**src/rtl/ld_to_affine.sv**
```systemverilog
// Lopez-Dahab projective (X,Y,Z) to affine (X/Z, Y/Z^2) over GF(2^4), poly x^4+x+1.
// Optional on-curve check enabled by defining LD_AFFINE_CURVE_CHECK_EN (adds one cycle).
module ld_to_affine #(
    parameter logic [3:0] A_CONST = 4'b0100,
    parameter logic [3:0] B_CONST = 4'b0001
) (
    input  logic       clk,
    input  logic       rst_n,
    input  logic       in_valid,
    output logic       in_ready,
    input  logic [3:0] X_in,
    input  logic [3:0] Y_in,
    input  logic [3:0] Z_in,
    output logic       out_valid,
    input  logic       out_ready,
    output logic [3:0] x_out,
    output logic [3:0] y_out,
    output logic       out_inf,
    output logic       out_on_curve
);

    typedef enum logic [2:0] {
        StIdle, StInv0, StInv1, StInv2, StMulX, StMulY, StCheck, StDone
    } state_e;

    function automatic logic [3:0] gf_mul(input logic [3:0] a, input logic [3:0] b);
        logic [3:0] p;
        logic [3:0] aa;
        p  = 4'h0;
        aa = a;
        for (int i = 0; i < 4; i++) begin
            if (b[i]) p = p ^ aa;
            aa = {aa[2:0], 1'b0} ^ (aa[3] ? 4'b0011 : 4'b0000);
        end
        return p;
    endfunction

    // Squaring is linear: x^4 -> x+1, x^6 -> x^3+x^2.
    function automatic logic [3:0] gf_sqr(input logic [3:0] a);
        return {a[3], a[1] ^ a[3], a[2], a[0] ^ a[2]};
    endfunction

    state_e     state_q;
    logic [3:0] x_q, y_q, r_q, s_q;
    logic [3:0] x_out_q, y_out_q;
    logic       inf_q, on_curve_q, valid_q;

    logic [3:0] mul_a, mul_b, mul_p, sq_in, sq_p;

    always_comb begin
        mul_a = r_q;
        mul_b = s_q;
        sq_in = s_q;
        case (state_q)
            StIdle: sq_in = Z_in;
            StMulX: begin
                mul_a = x_q;
                mul_b = r_q;
                sq_in = r_q;
            end
            StMulY: begin
                mul_a = y_q;
                mul_b = s_q;
            end
            StCheck: begin
                mul_a = x_out_q;
                mul_b = y_out_q;
                sq_in = y_out_q;
            end
            default: ;
        endcase
    end

    assign mul_p = gf_mul(mul_a, mul_b);
    assign sq_p  = gf_sqr(sq_in);

`ifdef LD_AFFINE_CURVE_CHECK_EN
    logic [3:0] lhs, rhs;
    // y^2 + x*y  vs  x^2*(x+a) + b
    assign lhs = sq_p ^ mul_p;
    assign rhs = gf_mul(gf_sqr(x_out_q), x_out_q ^ A_CONST) ^ B_CONST;
`else
    logic unused_cfg;
    assign unused_cfg = ^{A_CONST, B_CONST};
`endif

    always_ff @(posedge clk or negedge rst_n) begin
        if (!rst_n) begin
            state_q    <= StIdle;
            x_q        <= 4'h0;
            y_q        <= 4'h0;
            r_q        <= 4'h0;
            s_q        <= 4'h0;
            x_out_q    <= 4'h0;
            y_out_q    <= 4'h0;
            inf_q      <= 1'b0;
            on_curve_q <= 1'b0;
            valid_q    <= 1'b0;
        end else begin
`ifndef LD_AFFINE_CURVE_CHECK_EN
            on_curve_q <= 1'b1;
`endif
            case (state_q)
                StIdle: begin
                    if (in_valid) begin
                        x_q     <= X_in;
                        y_q     <= Y_in;
                        s_q     <= sq_p;
                        inf_q   <= (Z_in == 4'h0);
                        state_q <= StInv0;
                    end
                end
                StInv0: begin
                    r_q     <= s_q;
                    s_q     <= sq_p;
                    state_q <= StInv1;
                end
                StInv1: begin
                    r_q     <= mul_p;
                    s_q     <= sq_p;
                    state_q <= StInv2;
                end
                StInv2: begin
                    r_q     <= mul_p;
                    state_q <= StMulX;
                end
                StMulX: begin
                    x_out_q <= mul_p;
                    s_q     <= sq_p;
                    state_q <= StMulY;
                end
                StMulY: begin
                    y_out_q <= mul_p;
`ifdef LD_AFFINE_CURVE_CHECK_EN
                    state_q <= StCheck;
`else
                    valid_q <= 1'b1;
                    state_q <= StDone;
`endif
                end
`ifdef LD_AFFINE_CURVE_CHECK_EN
                StCheck: begin
                    on_curve_q <= !inf_q && (lhs == rhs);
                    valid_q    <= 1'b1;
                    state_q    <= StDone;
                end
`endif
                StDone: begin
                    if (out_ready) begin
                        valid_q <= 1'b0;
                        state_q <= StIdle;
                    end
                end
                default: state_q <= StIdle;
            endcase
        end
    end

    assign in_ready     = rst_n && (state_q == StIdle);
    assign out_valid    = valid_q;
    assign x_out        = x_out_q;
    assign y_out        = y_out_q;
    assign out_inf      = inf_q;
    assign out_on_curve = on_curve_q;

endmodule

```
**config.mk**
```make
export PLATFORM = sky130hd
export DESIGN_NAME = ld_to_affine
export DESIGN_NICKNAME = d
export VERILOG_FILES = /design/src/rtl/ld_to_affine.sv
export SDC_FILE = /design/constraint.sdc
export NUM_CORES = 1
export LEC_CHECK = 0
export ABC_AREA = 0
export CORE_ASPECT_RATIO = 0.6
export CORE_UTILIZATION = 35
export DETAILED_ROUTE_END_ITERATION = 7
export GPL_ROUTABILITY_DRIVEN = 0
export SKIP_LAST_GASP = 1
export SLEW_MARGIN = 5
export SYNTH_ARGS = -nofsm -noshare
export SYNTH_HDL_FRONTEND = slang
export SYNTH_SLANG_ARGS = --single-unit
```
**constraint.sdc**
```tcl
create_clock -name clk -period 3.4 [get_ports clk]
set_input_delay 0.51 -clock clk [delete_from_list [all_inputs] [get_ports clk]]
set_output_delay 0.51 -clock clk [all_outputs]
set_load 0.02 [all_outputs]
```
======== After elaboration in Yosys (flattened, before gate mapping) ========
Index checks and enable logic that the tools add are counted.
operators by class
  eq/ne operators ......................... 9
  multiplexer cells ....................... 18
  bitwise logic cells ..................... 8
  reductions and logical operators ........ 12
operators by type and width
  cell                                            number
  case mux 4 bit (2 select lines)                 3
  case mux 4 bit (3 select lines)                 2
  case mux 3 bit (7 select lines)                 1
  2-to-1 mux 4 bit                                5
  == test 3 bit (second input constant)           4
  bitwise XOR 4 x 2 -> 4 bit                      3
  bitwise XOR 4 bit                               3
  AND reduction 2 bit                             4
  == test 3 x 2 -> 1 bit (second input constant)  2
  2-to-1 mux 2 bit                                3
  2-to-1 mux 3 bit                                2
  nonzero test 2 bit                              3
  logical NOT 4 bit                               1
  inequality test 2 bit (second input constant)   2
  == test 3 x 1 -> 1 bit (second input constant)  1
  logical NOT 3 bit                               1
  OR reduction 3 bit                              1
  case mux 1 bit (2 select lines)                 1
  OR reduction 2 bit                              1
  bitwise XOR 1 bit                               2
  logical AND 1 bit                               1
  2-to-1 mux 1 bit                                1
word-level totals
  flip-flop bits (word level) ............. 30
  input port bits ......................... 16
  output and inout bits ................... 12

======== Logic depth before layout (Yosys ltp) ========
Gate-level depths: netlist (run 1).
  depth in word-level cells ............... 11
  depth in mapped cells ................... 8
  depth with buffers taken out ............ 7

======== Worst setup path after synthesis (run 1) ========
OpenSTA, ideal clock, no wires.
  kind .................................... register to register
  from .................................... register state_q[1]
  to ...................................... register r_q[0]
  arrival time ............................ 2028 ps
  data required time ...................... 3334 ps
  path slack .............................. 1306 ps
  stages on the path, launching flop included .. 9
  buffers on the path ..................... 1
  period minus slack after synthesis ...... 2094 ps
  path through ............................ dfrtp_1 > buf_6 > mux2_4 > mux2_4 > nand3_2 > xor2_1 > xnor3_1 > a211o_1 > nand2_1
on the way
  longest elaborated chain between the ends .. 11
  elaborated cells on any way between the ends .. 24
  classes of those cells .................. eq/ne (6); mux (10); bitwise (6); reduce/logical (2)
ends and longest elaborated chain
  what                             line  text
  start, declared                  43    state_e state_q;
  start signal, assigned           89    state_q <= StIdle;
  start signal, assigned           110   state_q <= StInv0;
  start signal, assigned           116   state_q <= StInv1;
  == test 3 bit                    54    case (state_q)
  case mux 4 bit (3 select lines)  54
  2-to-1 mux 2 bit                 33    aa = {aa[2:0], 1'b0} ^ (aa[3] ? 4'b0011 : 4'b0000);
  bitwise XOR 4 x 2 -> 4 bit       33
  bitwise XOR 4 bit                32    if (b[i]) p = p ^ aa;
  2-to-1 mux 4 bit                 32
  bitwise XOR 4 bit                32
  2-to-1 mux 4 bit                 32
  bitwise XOR 4 bit                32
  2-to-1 mux 4 bit                 32
  case mux 4 bit (2 select lines)  103   case (state_q)
  end signal, assigned             114   r_q <= s_q;
  end signal, assigned             119   r_q <= mul_p;
  end signal, assigned             124   r_q <= mul_p;
  end, declared                    44    logic [3:0] x_q, y_q, r_q, s_q;
Several ways; a longest one is shown, not always the timed one.
A chain may end at the register's enable or synchronous reset.

======== Worst setup path after layout (run 1) ========
  from .................................... register state_q[1]
  to ...................................... output port in_ready
on the way
  longest elaborated chain between the ends .. 2
ends and longest elaborated chain
  what               line  text
  logical NOT 3 bit  159   assign in_ready = rst_n && (state_q == StIdle);
  logical AND 1 bit  159
  end, declared      10    output logic in_ready,
No other way between the ends.

==> flow_summary_export.csv, run 1 <==
group,metric,value,unit
yosys,synth_top_area_cell,"dfrtp_1",
floorplan,dieWidth,97.2,um
worst_hold_path,hold_end,"out_inf",
yosys,synthArstFlopShare,1.00,
cts,cts_hold_buf,0,
finish,antennaDiodeCount,0,
yosys,synth_most_common_cell,"dfrtp_1",
setup_path,r2r-start,"state_q[1]",
setup_path,slowest_stage,"dfrtp_1",
yosys,synth_top_flop_cell,"dfrtp_1",
cts,clk_path_buf_depth,2,
cts,cts-root-buf,"clkbuf_8",
yosys,syn_area,0.00190,sq mm
floorplan,fp-row-count,20,
timing,hold_viol_final,0,
finish,fillers,486,
yosys,synth_top_area_frac,0.394,
yosys,ys_warn_count,0,
setup_path,reg2regPathDepth,7,
worst_hold_path,hold_path_depth,1,
setup_path,critPathLaunchType,"flop",
finish,drive_above_1_share,0.146,
yosys,syn_avg_cell_area,9.61,sq um
yosys,seq_area_frac_synth,0.394,
cts,clock_latency,0.29,ns
finish,final_nets,241,
cts,cts_max_level,2,
timing,finalSetupViolations,0,
yosys,synth_common_cells,"30 x dfrtp_1, 18 x nor2_1, 17 x nand2_1",
setup_path,arrival,2.21,ns
cts,path_clk_slew,0.07,ns
detailed_routing,vias,1606,
finish,area_growth,22.6,%
global_routing,grt-ovfl-total,0,
global_routing,grt_pass1_vias,1541,
cts,cts_buffers,5,
finish,regArea,751,sq um
placed_design,portBuffers,27,
detailed_routing,routedWlPerCell,16.4,um
cts,cts.sinks,30,
yosys,synthDistinctLibCells,44,
floorplan,dieArea,0.00575,sq mm
run,drv_cap,0,
yosys,syn-num-nets,214,
setup_path,cp_cell_sequence,"or2_2, nor2_1, and2_1, clkdlybuf4s50_1",
setup_path,path_class,"flop to output port",
global_routing,grt_max_degree,31,
global_routing,antenna_found_initial,0,
finish,final_util,0.453,
setup_path,r2r_slack,0.76,ns
yosys,synthTopCellsByArea,"dfrtp_1 39%, mux2_2 7.1%, xnor2_1 4.1%",
timing,fin_skew,0.00537,ns
timing,setup_tns,0,ns
floorplan,initial_utilization,0.369,
worst_hold_path,min_from,"out_inf",
detailed_routing,drc,0,
setup_path,timing.rr.end,"r_q[0]",
cts,cts_setup_buffers,0,
yosys,synth_edf_count,0,
timing,timing.final.crit_period,2.72,ns
finish,multi_input_area,0.00109,sq mm
placed_design,dpl.hpwl,3640,um
setup_path,slowest_delay,0.61,ns
cts,tritoncts,"built",
detailed_routing,first_iter_violations,105,
cts,cts_resized,0,
setup_path,worst_setup_path_end_kind,"output port",
timing,tightest_slew,0.614,ns
setup_path,cp_max_fo,18,
timing,rsz0062_at_grt,"no",
floorplan,io_pins,28,
timing,fmax,368,MHz
timing,slew_headroom,0.590,
global_routing,grt_use_total,0.187,
yosys,synth_cells,198,
detailed_routing,routed_wl,4800,um
detailed_routing,drtAntennaViolNets,0,
timing,whs,0.509,ns
yosys,ys_ff_latch,30,
timing,period_share,0.799,
detailed_routing,drtPass1Iterations,4,
status,status,"finished clean",
detailed_routing,vias_per_cell,5.50,
floorplan,die_h,59.1,um
timing,drv_slew,0,
worst_hold_path,hp-class,"flop to flop",
floorplan,coreArea,0.00515,sq mm
global_routing,grt_pass1_wl,8110,um
setup_path,worstPathRequired,2.89,ns
[metrics by stage]
stage               cell area, sq um  setup slack, ns  std cells
global placement                2230            0.810        284
detailed placement              2230            0.819        284
finish                          2330            0.685        292
global route                    2330            0.579        292
CTS                             2330            0.667        292
floorplan                       1900             1.31        198
[area by class of cell]
class / count / area share
Timing Repair Buffer: 31 / 0.129
Inverter: 2 / 0.00322
Tap cell: 66 / 0.0354
Clock inverter: 1 / 0.0129
Multi-Input combinational cell: 155 / 0.465
Sequential cell: 30 / 0.322
Clock buffer: 7 / 0.0327
[routing by layer]
layer  GRT usage  share of wire
met1       0.283           0.50
met2       0.251           0.39
met3      0.0436          0.096
met4      0.0810          0.014
met5           0              0
[layout by cell type, fill, tap and decap left out, types with 3 or more instances in the layout]
cell             instances
a22oi_1                  4
mux2i_1                  3
a21oi_1                 14
o21a_1                   3
clkdlybuf4s50_1         27
buf_4                    4
nor2_1                  18
o22a_1                   6
clkbuf_8                 5
mux2_4                   5
dfrtp_1                 30
nor2b_1                  4
nand3_1                  4
o221ai_1                 4
xnor2_1                  9
o21ai_1                  8
nand2_1                 17
mux2_2                  12
nor3b_1                  4
o21ai_0                  9
[sequential cells by signal (all words and copies together) (netlist names), 3 cells and up]
signal	cells
r_q	4
s_q	4
state_q	3
x_out	4
x_q	4
y_out	4
y_q	4
[critical path: cells and delay by family (launching register included)]
family | cells | cell delay (ns)
AND/OR/NAND/NOR | 3 | 0.72
flip-flops | 1 | 0.61
buffers and inverters | 1 | 0.59
[kinds of logic after synthesis]
group | count (synthesis) | synth area share
buffers and inverters | 13 | 0.0348
other | 1 | 0.00197
multiplexers | 22 | 0.138
XOR/XNOR | 12 | 0.0625
AND/OR/NAND/NOR | 59 | 0.153
AO/OA/AOI/OAI | 61 | 0.216
flip-flops | 30 | 0.394
[worst max path at each step]
stage	slack, ns	endpoint	depth (start not counted)	startpoint
after CTS	0.67	in_ready	4	state_q[1]
after global routing	0.58	in_ready	4	state_q[1]
after detailed placement	0.82	r_q[0]	7	state_q[1]
after floorplan	1.31	r_q[0]	8	state_q[1]
after global placement	0.81	r_q[0]	7	state_q[1]
final	0.68	in_ready	4	state_q[1]
Power of run 1 is not shown: default switching activity piles up to over one toggle a cycle in this logic, so the estimate is an artifact.
==> run 2, diff against run 1 <==
clock period = 2.61 ns   (was 3.4 ns; I/O delays follow)
==> flow_summary_export.csv, run 2 (synthesis gave the netlist of run 1 again) <==
group,metric,value,unit
setup_path,slowest_delay,0.55,ns
timing,period_share,0.914,
cts,cts_hold_buf,0,
finish,antennaDiodeCount,0,
floorplan,initial_utilization,0.369,
detailed_routing,drc,0,
detailed_routing,drtAntennaViolNets,0,
setup_path,cp_cell_sequence,"mux2_4, mux2_4, nand3_2, xor2_1, xnor3_1, a211o_1, nand2_1",
finish,mostFrequentLayoutCell,"dfrtp_1",
worst_hold_path,min_from,"x_q[1]",
floorplan,die_h,59.1,um
setup_path,worstPathRequired,2.82,ns
setup_path,r2r-start,"state_q[1]",
setup_path,crit_buf_inv,0,
setup_path,path_class,"flop to flop",
status,status,"finished clean",
timing,slew_headroom,0.647,
timing,tightest_slew,0.524,ns
setup_path,cp_max_fo,9,
cts,cts.sinks,30,
cts,cts-root-buf,"clkbuf_8",
timing,setup_tns,0,ns
detailed_routing,routed_wl,4680,um
setup_path,critPathLaunchType,"flop",
placed_design,portBuffers,27,
timing,fin_skew,0.00508,ns
cts,cts_setup_buffers,0,
global_routing,grt-ovfl-total,0,
placed_design,dpl.hpwl,3520,um
floorplan,fp-row-count,20,
timing,whs,0.503,ns
setup_path,crit_top_cell,"mux2_4",
floorplan,dieArea,0.00575,sq mm
setup_path,arrival,2.60,ns
floorplan,dieWidth,97.2,um
setup_path,slowest_stage,"dfrtp_1",
setup_path,critical_path.startpoint,"state_q[1]",
cts,cts_resized,0,
setup_path,worst_setup_path_end_kind,"flop",
cts,cts_max_level,2,
detailed_routing,drtPass1Iterations,5,
detailed_routing,vias_per_cell,5.46,
detailed_routing,vias,1628,
timing,timing.final.crit_period,2.39,ns
timing,rsz0062_at_grt,"no",
detailed_routing,first_iter_violations,126,
finish,drive_above_1_share,0.168,
timing,finalSetupViolations,0,
cts,clock_latency,0.28,ns
timing,hold_viol_final,0,
finish,area_growth,25.1,%
cts,path_clk_slew,0.06,ns
run,drv_cap,0,
floorplan,coreArea,0.00515,sq mm
placed_design,placed_cell_area,0.00227,sq mm
finish,layout_common_cells,"30 x dfrtp_1, 26 x clkdlybuf4s50_1, 18 x nor2_1",
setup_path,r2r_slack,0.22,ns
global_routing,antenna_found_initial,0,
timing,fmax,419,MHz
global_routing,grt_max_degree,31,
global_routing,grt_pass1_wl,8160,um
cts,clk_path_buf_depth,2,
worst_hold_path,hp-class,"flop to flop",
global_routing,grt_use_total,0.185,
finish,postLayoutCellArea,0.00238,sq mm
detailed_routing,routedWlPerCell,15.7,um
global_routing,grt_pass1_vias,1609,
floorplan,io_pins,28,
cts,cts_buffers,5,
finish,fillers,513,
cts,tritoncts,"built",
finish,final_nets,247,
setup_path,crit_family,"multiplexers",
timing,drv_slew,0,
## run 2: area by class of cell
type | count | area (sq um) | area share
Clock inverter | 1 | 30.0 | 0.0126
Tap cell | 66 | 82.6 | 0.0347
Sequential cell | 30 | 751 | 0.315
Multi-Input combinational cell | 155 | 1090 | 0.456
Timing Repair Buffer | 37 | 348 | 0.146
Inverter | 2 | 7.51 | 0.00315
Clock buffer | 7 | 76.3 | 0.0321
## run 2: through the flow
step	util	setup WS, ns	cells
finish	0.462	0.223	298
global route	0.462	0.0528	298
CTS	0.461	0.0256	298
detailed placement	0.441	0.288	290
global placement	0.441	0.272	290
floorplan	-	0.516	198
## run 2: final timing paths
check	to	cells past startpoint
setup / recovery	r_q[0]	7
hold / removal	x_q[1]	1
setup reg to reg	r_q[0]	7
hold reg to reg	x_q[1]	1
max in group asynchronous	x_out[0]	2
min in group asynchronous	y_q[0]	2
## run 2: per-layer routing
metal,vias up,part of all wire,global-route usage
met5,-,0,0
met4,0,0.0047,0.0256
met3,5,0.068,0.0483
met2,56,0.39,0.259
met1,779,0.53,0.287
li1,788,-,-
Power of run 2 is left out for the same reason.
==> run 3, diff against run 2 <==
CORE_MARGIN = 3   (was not set)
DONT_BUFFER_PORTS = 1   (was not set)
GPL_ROUTABILITY_DRIVEN = not set   (was 0)
==> flow_summary_export.csv, run 3 (synthesis gave the netlist of run 1 again) <==
group,metric,value,unit
status,status,"finished clean",
cts,clock_latency,0.29,ns
floorplan,fp-row-count,20,
timing,hold_viol_final,0,
timing,fmax,413,MHz
detailed_routing,first_iter_violations,93,
floorplan,io_pins,28,
floorplan,initial_utilization,0.369,
finish,mostFrequentLayoutCell,"dfrtp_1",
cts,cts_buffers,5,
timing,drv_slew,0,
detailed_routing,routed_wl,4830,um
timing,timing.final.crit_period,2.42,ns
timing,period_share,0.929,
detailed_routing,drtAntennaViolNets,0,
cts,tritoncts,"built",
run,drv_cap,0,
setup_path,crit_top_cell,"mux2_4",
cts,clk_path_buf_depth,2,
global_routing,antenna_found_initial,0,
setup_path,cp_max_fo,7,
finish,final_nets,224,
global_routing,grt_pass1_wl,8110,um
global_routing,grt_max_degree,31,
floorplan,die_h,63.1,um
timing,finalSetupViolations,0,
cts,cts-root-buf,"clkbuf_8",
finish,area_growth,12.0,%
setup_path,critPathLaunchType,"flop",
finish,layout_common_cells,"29 x dfrtp_1, 18 x nor2_1, 17 x nand2_1",
cts,cts.sinks,30,
floorplan,dieWidth,101,um
placed_design,dpl.hpwl,3700,um
floorplan,coreArea,0.00515,sq mm
global_routing,grt_use_total,0.167,
global_routing,grt-ovfl-total,0,
setup_path,r2r-start,"state_q[1]",
floorplan,dieArea,0.00639,sq mm
setup_path,slowest_stage,"xnor3_1",
timing,tightest_slew,0.675,ns
setup_path,slowest_delay,0.45,ns
timing,setup_tns,0,ns
detailed_routing,vias_per_cell,5.64,
finish,antennaDiodeCount,0,
detailed_routing,routedWlPerCell,17.7,um
cts,cts_max_level,2,
detailed_routing,vias,1540,
cts,path_clk_slew,0.07,ns
placed_design,place.gp.congestion,0.853,
finish,drive_above_1_share,0.208,
worst_hold_path,min_from,"X_in[3]",
cts,cts_setup_buffers,0,
worst_hold_path,hp-class,"input pin to flop",
timing,fin_skew,0.0113,ns
global_routing,grt_pass1_vias,1487,
setup_path,critical_path.startpoint,"state_q[1]",
setup_path,cp_cell_sequence,"buf_4, mux2_4, mux2_4, nand3_2, xor2_1, xnor3_1, a211o_1, nand2_1",
setup_path,worst_setup_path_end_kind,"flop",
detailed_routing,drc,0,
placed_design,portBuffers,0,
setup_path,arrival,2.65,ns
timing,slew_headroom,0.544,
setup_path,path_class,"flop to flop",
setup_path,worstPathRequired,2.84,ns
detailed_routing,drtPass1Iterations,4,
finish,fillers,509,
timing,rsz0062_at_grt,"no",
==> run 3: worst paths after layout <==
kind / cells past startpoint / end / slack (ns)
worst max-delay path: 8 / r_q[0] / 0.19
worst min-delay path: 1 / x_q[3] / 0.26
worst max register to register: 8 / r_q[0] / 0.19
worst min register to register: 1 / y_q[0] / 0.51
max in group asynchronous: 2 / state_q[0] / 1.88
min in group asynchronous: 2 / out_inf / 0.55
==> run 3: layout make-up <==
| cell class | instances | area (sq um) | area share |
|---|---|---|---|
| clock buffer | 6 | 82.6 | 0.0388 |
| multi-input combinational | 155 | 1090 | 0.510 |
| sequential | 30 | 752 | 0.353 |
| tap | 66 | 82.6 | 0.0388 |
| timing repair buffer | 14 | 120 | 0.0564 |
| inverter | 2 | 7.51 | 0.00352 |
==> run 3: timing repair <==
action,CTS,global route
resized for setup,0,1
endpoints found under the hold margin,30,0
hold buffers,2,0
endpoints found under the setup margin,0,3
==> run 3: layer usage <==
layer / wire length (um) / track usage / vias to the layer above
li1: - / - / 738
met1: 2580 / 0.268 / 750
met2: 1800 / 0.195 / 45
met3: 400 / 0.0653 / 7
met4: 55 / 0.0464 / 0
met5: 0 / 0 / -
==> run 3: worst max-delay path: cells and delay by family, from the launching register on <==
| kind | cells | cell delay (ns) |
|---|---|---|
| buffers and inverters | 1 | 0.20 |
| multiplexers | 2 | 0.63 |
| XOR/XNOR | 2 | 0.65 |
| AO/OA/AOI/OAI | 1 | 0.31 |
| AND/OR/NAND/NOR | 2 | 0.14 |
| flip-flops | 1 | 0.43 |
==> run 3: metrics by stage <==
stage	setup slack, ns	instances	instance area [sq um]	util	hold WS (ns)
2_1_floorplan	0.516	198	1900	-	0.0959
3_3_place_gp	0.248	265	2020	0.391	0.0967
3_5_place_dp	0.233	265	2020	0.391	0.0968
4_1_cts	0.205	273	2130	0.413	0.245
5_1_grt	0.0930	273	2130	0.413	0.240
6_report	0.187	273	2130	0.413	0.257
Power of run 3 is left out for the same reason.
